### src/rtl/sw_run_controller.sv
// ---------------------------------------------------------------------------
// sw_run_controller
//
// Mode sequencer for the stopwatch datapath. Conditions the four raw
// push-buttons (synchroniser, optional debounce, rising-edge detect) and runs
// the IDLE/RUN/PAUSED/SPLIT state machine that drives the timer enable and
// clear, the lap-register load strobe and the display freeze select.
//
// Optional feature macro: SW_BTN_DEBOUNCE_EN
//   defined   : per-button debounce counters of DB_CYCLES clocks
//   undefined : filtered level is the synchroniser output directly
//
// Ports:
//   clk          system clock
//   clr          asynchronous active-low reset
//   tick         1-cycle once-per-second enable
//   start_btn    raw start button (async, active-high)
//   pause_btn    raw pause button (async, active-high)
//   lap_btn      raw lap/split button (async, active-high)
//   reset_btn    raw zero-request button (async, active-high)
//   run          timer count enable
//   timer_clr    1-cycle synchronous timer clear
//   lap_load     1-cycle lap register capture strobe
//   disp_freeze  1 = display shows lap register
//   lap_count    laps since last zero, saturating
//   state        IDLE=00, RUN=01, PAUSED=10, SPLIT=11
// ---------------------------------------------------------------------------
module sw_run_controller #(
    parameter int SYNC_STAGES = 2,
    parameter int HOLD_TICKS  = 5,
    parameter int LAP_W       = 4,
    parameter int DB_CYCLES   = 16
) (
    input  logic             clk,
    input  logic             clr,
    input  logic             tick,
    input  logic             start_btn,
    input  logic             pause_btn,
    input  logic             lap_btn,
    input  logic             reset_btn,
    output logic             run,
    output logic             timer_clr,
    output logic             lap_load,
    output logic             disp_freeze,
    output logic [LAP_W-1:0] lap_count,
    output logic [1:0]       state
);

    typedef enum logic [1:0] {
        ST_IDLE   = 2'b00,
        ST_RUN    = 2'b01,
        ST_PAUSED = 2'b10,
        ST_SPLIT  = 2'b11
    } state_t;

    typedef enum logic [2:0] {
        P_NONE,
        P_START,
        P_PAUSE,
        P_LAP,
        P_RESET
    } press_t;

    localparam int NBTN = 4;
    localparam logic [7:0] HOLD_VAL = 8'(HOLD_TICKS);

    // Elaboration-time parameter guard.
    if (SYNC_STAGES < 2 || HOLD_TICKS < 1 || HOLD_TICKS > 255 || DB_CYCLES < 1 || LAP_W < 1) begin : g_param_check
        $error("sw_run_controller: parameter out of range");
    end

    // Button index: 0 start, 1 pause, 2 lap, 3 reset.
    logic [NBTN-1:0] btn_raw;
    logic [NBTN-1:0] btn_sync;
    logic [NBTN-1:0] btn_filt;
    logic [NBTN-1:0] btn_prev_reg;
    logic [NBTN-1:0] press_reg;

    assign btn_raw = {reset_btn, lap_btn, pause_btn, start_btn};

    genvar gi;
    generate
        for (gi = 0; gi < NBTN; gi++) begin : g_btn
            logic [SYNC_STAGES-1:0] sync_reg;

            always_ff @(posedge clk or negedge clr) begin
                if (!clr) begin
                    sync_reg <= '0;
                end else begin
                    sync_reg <= {sync_reg[SYNC_STAGES-2:0], btn_raw[gi]};
                end
            end

            assign btn_sync[gi] = sync_reg[SYNC_STAGES-1];

`ifdef SW_BTN_DEBOUNCE_EN
            localparam int DBW = $clog2(DB_CYCLES + 1);
            localparam logic [DBW-1:0] DB_LAST = DBW'(DB_CYCLES - 1);
            logic [DBW-1:0] db_cnt_reg;
            logic           filt_reg;

            // Filtered level flips only after DB_CYCLES consecutive clocks of
            // disagreement; any agreement restarts the count.
            always_ff @(posedge clk or negedge clr) begin
                if (!clr) begin
                    db_cnt_reg <= '0;
                    filt_reg   <= 1'b0;
                end else if (btn_sync[gi] != filt_reg) begin
                    if (db_cnt_reg == DB_LAST) begin
                        filt_reg   <= btn_sync[gi];
                        db_cnt_reg <= '0;
                    end else begin
                        db_cnt_reg <= db_cnt_reg + 1'b1;
                    end
                end else begin
                    db_cnt_reg <= '0;
                end
            end

            assign btn_filt[gi] = filt_reg;
`else
            assign btn_filt[gi] = btn_sync[gi];
`endif

            // Edge flop resets to 0, so a button held through reset release
            // still produces exactly one press.
            always_ff @(posedge clk or negedge clr) begin
                if (!clr) begin
                    btn_prev_reg[gi] <= 1'b0;
                    press_reg[gi]    <= 1'b0;
                end else begin
                    btn_prev_reg[gi] <= btn_filt[gi];
                    press_reg[gi]    <= btn_filt[gi] & ~btn_prev_reg[gi];
                end
            end
        end
    endgenerate

    // Priority encode: reset > start > pause > lap; the rest are dropped.
    press_t press;
    always_comb begin
        press = P_NONE;
        if (press_reg[3])      press = P_RESET;
        else if (press_reg[0]) press = P_START;
        else if (press_reg[1]) press = P_PAUSE;
        else if (press_reg[2]) press = P_LAP;
    end

    state_t           state_reg;
    logic             run_reg;
    logic             timer_clr_reg;
    logic             lap_load_reg;
    logic             freeze_reg;
    logic [LAP_W-1:0] lap_count_reg;
    logic [7:0]       hold_reg;
    logic [LAP_W-1:0] lap_count_inc;

    assign lap_count_inc = (lap_count_reg == '1) ? lap_count_reg : lap_count_reg + 1'b1;

    always_ff @(posedge clk or negedge clr) begin
        if (!clr) begin
            state_reg     <= ST_IDLE;
            run_reg       <= 1'b0;
            timer_clr_reg <= 1'b0;
            lap_load_reg  <= 1'b0;
            freeze_reg    <= 1'b0;
            lap_count_reg <= '0;
            hold_reg      <= '0;
        end else begin
            timer_clr_reg <= 1'b0;
            lap_load_reg  <= 1'b0;

            if (press == P_RESET) begin
                // Zero request is handled identically from every state.
                state_reg     <= ST_IDLE;
                run_reg       <= 1'b0;
                freeze_reg    <= 1'b0;
                timer_clr_reg <= 1'b1;
                lap_count_reg <= '0;
                hold_reg      <= '0;
            end else begin
                case (state_reg)
                    ST_IDLE: begin
                        if (press == P_START) begin
                            state_reg <= ST_RUN;
                            run_reg   <= 1'b1;
                        end
                    end
                    ST_RUN: begin
                        if (press == P_PAUSE) begin
                            state_reg <= ST_PAUSED;
                            run_reg   <= 1'b0;
                        end else if (press == P_LAP) begin
                            state_reg     <= ST_SPLIT;
                            freeze_reg    <= 1'b1;
                            lap_load_reg  <= 1'b1;
                            lap_count_reg <= lap_count_inc;
                            hold_reg      <= HOLD_VAL;
                        end
                    end
                    ST_PAUSED: begin
                        if (press == P_START) begin
                            state_reg <= ST_RUN;
                            run_reg   <= 1'b1;
                        end
                    end
                    default: begin // ST_SPLIT
                        if (press == P_PAUSE) begin
                            state_reg  <= ST_PAUSED;
                            run_reg    <= 1'b0;
                            freeze_reg <= 1'b0;
                            hold_reg   <= '0;
                        end else if (press == P_LAP) begin
                            // Reload takes precedence over a same-cycle tick.
                            lap_load_reg  <= 1'b1;
                            lap_count_reg <= lap_count_inc;
                            hold_reg      <= HOLD_VAL;
                        end else if (tick) begin
                            if (hold_reg <= 8'd1) begin
                                state_reg  <= ST_RUN;
                                freeze_reg <= 1'b0;
                                hold_reg   <= '0;
                            end else begin
                                hold_reg <= hold_reg - 1'b1;
                            end
                        end
                    end
                endcase
            end
        end
    end

    assign run         = run_reg;
    assign timer_clr   = timer_clr_reg;
    assign lap_load    = lap_load_reg;
    assign disp_freeze = freeze_reg;
    assign lap_count   = lap_count_reg;
    assign state       = state_reg;

endmodule

### config.mk
export PLATFORM = sky130hd
export DESIGN_NAME = sw_run_controller
export DESIGN_NICKNAME = d
export VERILOG_FILES = /design/src/rtl/sw_run_controller.sv
export SDC_FILE = /design/constraint.sdc
export NUM_CORES = 1
export LEC_CHECK = 0
export BUFFER_PORTS_ARGS = -buffer_cell sky130_fd_sc_hd__buf_4
export CAP_MARGIN = 20
export CORE_MARGIN = 4
export CORE_UTILIZATION = 50
export CTS_CLUSTER_SIZE = 16
export DETAILED_ROUTE_END_ITERATION = 10
export GPL_ROUTABILITY_DRIVEN = 1
export PLACE_DENSITY_LB_ADDON = 0.15
export SYNTH_ARGS = -nofsm -noshare
export SYNTH_HDL_FRONTEND = slang
export SYNTH_SLANG_ARGS = --single-unit
### constraint.sdc
create_clock -name clk -period 3 [get_ports clk]
set_input_delay 0.45 -clock clk [delete_from_list [all_inputs] [get_ports clk]]
set_output_delay 0.45 -clock clk [all_outputs]
set_load 0.005 [all_outputs]
==> results by stage <==
Logic synthesis:
- The share of Yosys cell area claimed by the top area cell type is 0.569.
- The count of flip-flops with a built-in enable after synthesis is 0.
- Counting flops and latches in the post-synthesis netlist gives 34.
- The share of flip-flops with an asynchronous set or reset is 1.00.
- Ranked by total cell area, the synthesized netlist is headed by dfrtp_1, o31ai_1, ha_1.
- The number of warnings issued by yosys is 0.
- The largest total area in the synthesized netlist belongs to dfrtp_1.
- The top flip-flop cell by instance count after synthesis is dfrtp_1.
- Of the synthesized area, sequential elements account for 0.569.
- The instance count of the mapped netlist is 128.
- In this run the cell area of the synthesized design comes to 1500 sq um.
- Synthesis instantiated 40 different standard cells from the library.
- The mean instance size in the synthesized netlist is 11.7 sq um.
- The synthesized netlist net count is 138.

Timing:
- For the pin with the worst max-slew slack, the measured transition is 0.635 ns.
- In this run the tightest slew margin relative to its limit is 0.571.
- The number of pins exceeding their max-slew limit in the final report came to 0.
- For this run, the top clock speed supported by timing is 499 MHz.
- Setup violations remaining at the end of the flow were counted as 0.
- Setup repair after global routing left no endpoint under its margin.
- The part of the cycle the worst path needs is 0.668.
- The number of hold violations in the final report is 0.
- For the finished layout, the period the worst path requires is 2.00 ns.
- After routing, the total negative slack on setup checks comes to 0 ns.
- For the final database, setup skew stands at 0.0124 ns.

Place:
- The HPWL after detailed placement is 1880 um.
- The number of port buffers is 16.
- The global placer's final weighted congestion is 0.896.

Setup path:
- The largest delay contributor family on the critical path is compound AO/OA/AOI/OAI gates.
- The slowest stage of the critical path belongs to the cell or4_4.
- The startpoint type of the worst setup path is a flop.
- The critical path goes through or4_4 > o41a_1 > a32oi_1 > o31ai_1.
- At the worst endpoint, the arrival time is 2.20 ns.
- The classification of the worst setup path is reg2reg.
- The sort of element at the end of the critical path is a flop.
- Setup slack on the worst reg-to-reg path comes out at 1.0 ns.
- The worst-path maximum fanout is 6.
- Together, buffers and inverters on the worst path number 0.
- In this design, the stage delay of the slowest critical-path cell is 0.60 ns.
- Data on the critical path is required at its endpoint by 3.20 ns.

Clocking:
- The number of cells upsized or downsized after cts is 0.
- The clock passes through at most 2 buffers.
- The H-tree level count is 2.
- The number of clock sinks seen by CTS is 34.
- The clock reaches the later pin of the worst-skew pair after 0.32 ns.
- The library cell used as clock root buffer is clkbuf_4.
- Counting the buffers created by CTS gives 5.
- The CTS tree is built.
- In this run the post-CTS setup repair buffer count came out at 0.
- Clock-pin slew was measured on the worst setup and hold paths at 0.10 ns.
- The cts-stage hold buffer count is 0.

Floorplan:
- The area of the die is 3930 sq um.
- The die is 62.7 um tall.
- Pin placement for this block handled 17 I/O pins.
- For this configuration, the core starts out at a cell density of 0.533.
- The floorplan has 19 rows.
- The die is 62.7 um wide.
- The core region is 2810 sq um.

Power and ir drop:
- The switching share of total power is 0.343.
- The power share of the sequential group is 0.470.
- The portion of total power attributed to combinational logic is 0.296.
- The internal power of the cells totals 851 uW.
- The share of total power dissipated in the clock network is 0.233.
- The worst-case vdd ir drop is 0.000364 V.
- For this design the total switching power over the nets is 444 uW.
- For this design the static power due to leakage is 0.000799 uW.
- The power per cell area is 752 nW/um^2.

Final layout:
- The total of fill cells in the finished design is 226.
- Of the cells placed in the final design, the portion with a size suffix greater than 1 is 0.188.
- The number of diodes is 0.
- The post-synthesis to final-layout area growth is 15.1%.
- For this run, the post-layout net count is 158.
- The share of the core filled with cells is 0.614.

Detailed routing:
- The DRC violation total after the first TritonRoute iteration is 78.
- The detailed-routing iteration count for the pre-antenna-repair pass is 4.
- For this block, the routed nets add up to 2890 um of wire.
- In the routed design, unresolved DRC markers number 0.
- The routed wire length per instance is 16.1 um.
- The post-route antenna net violation count is 0.
- Dividing the detail-routed via count by the number of cells gives 6.06.
- Across all layers, the routed design uses 1090 vias.

Global route:
- The via count of the first global-routing pass is 1137.
- The initial antenna violation count is 0.
- The total global routing track utilization is 0.164.
- Entering global routing, the biggest net connects 35 pins.
- The global-route wire length before repair is 5160 um.
- Summed over all layers, the global routing overflow is 0.

Outcome:
- The run finished with clean final reports.

Worst hold path:
- The class of the tightest hold or removal check is in2async.

Run:
- The tool flagged a number of max-cap violations equal to 0.
## worst register-to-register path, stage by stage (launching register included)
cell and delay, ns:
dfrtp_1 0.45, or4_4 0.60, o41a_1 0.46, a32oi_1 0.26, o31ai_1 0.11
## cell usage after synthesis, drive strengths merged, types with 2 or more instances
| cell type | instances |
|---|---|
| mux2i | 2 |
| nand3 | 5 |
| o211a | 2 |
| inv | 5 |
| dfrtp | 34 |
| nor4 | 2 |
| clkbuf | 3 |
| nor3 | 2 |
| nor2b | 5 |
| nor2 | 10 |
| nand2b | 6 |
| o21ai | 3 |
| xor2 | 3 |
| o41ai | 2 |
| nand2 | 4 |
| a31oi | 2 |
| a21oi | 4 |
| o2bb2ai | 4 |
| or3 | 2 |
| ha | 3 |
| o21a | 2 |
| a32oi | 2 |
| o31ai | 6 |
## path summary, 6_finish.rpt
kind,cells past startpoint,endpoint,start
min,1,run,clr
min in group clk,1,g_btn[1].sync_reg[0],pause_btn
max,4,hold_reg[4],hold_reg[3]
max in group asynchronous,1,hold_reg[2],clr
min reg2reg,0,g_btn[2].sync_reg[1],g_btn[2].sync_reg[0]
max reg2reg,4,hold_reg[4],hold_reg[3]
## power by group through the flow
stage	registers (uW)	clock network (uW)	logic, uW
3_3_place_gp	608	0	371
6_report	609	302	384
3_5_place_dp	614	0	372
2_1_floorplan	590	0	291
4_1_cts	606	319	381
5_1_grt	618	341	431
## cell usage in the layout, fill, tap and decap left out, drive strengths merged, types with 2 or more instances in the layout
cell and instances:
a21oi 4, a31oi 2, a32oi 2, buf 16, clkbuf 8, dfrtp 34
ha 3, inv 5, mux2i 2, nand2 4, nand2b 6, nand3 5
nor2 10, nor2b 5, nor3 2, nor4 2, o211a 2, o21a 2
o21ai 3, o2bb2ai 4, o31ai 6, o41ai 2, or3 2, xor2 3
## metrics by stage
step | total power [uW] | cell area, sq um | hold slack (ns) | worst slack [ns] | cells
5_1_grt | 1390 | 1720 | 0.0662 | 0.880 | 180
6_report | 1300 | 1720 | 0.0467 | 0.997 | 180
2_1_floorplan | 881 | 1500 | 0.154 | 1.20 | 128
3_3_place_gp | 979 | 1640 | 0.336 | 1.12 | 172
3_5_place_dp | 985 | 1640 | 0.336 | 1.07 | 172
4_1_cts | 1310 | 1720 | 0.0404 | 1.03 | 180
## per-layer routing
metal	up-vias	wire length (um)	global-route usage	share of wire
li1	518	-	-	-
met1	536	1310	0.209	0.45
met2	30	1410	0.261	0.49
met3	6	118	0.0360	0.041
met4	0	48	0.0854	0.017
met5	-	0	0	0
## cells by family after synthesis
kind of cell | synth area share
buffers and inverters | 0.0201
adder cells (fa/ha/maj) | 0.0251
AO/OA/AOI/OAI | 0.197
XOR/XNOR | 0.0176
flip-flops | 0.569
multiplexers | 0.0134
AND/OR/NAND/NOR | 0.157
## cell type report
cell class	instances	area [sq um]	share of cell area
clock buffer	8	78.8	0.0458
inverter	5	18.8	0.0109
sequential	34	851	0.494
multi-input combinational	86	614	0.357
tap	31	38.8	0.0225
timing repair buffer	16	120	0.0698
(Power assumes the default switching activity.)
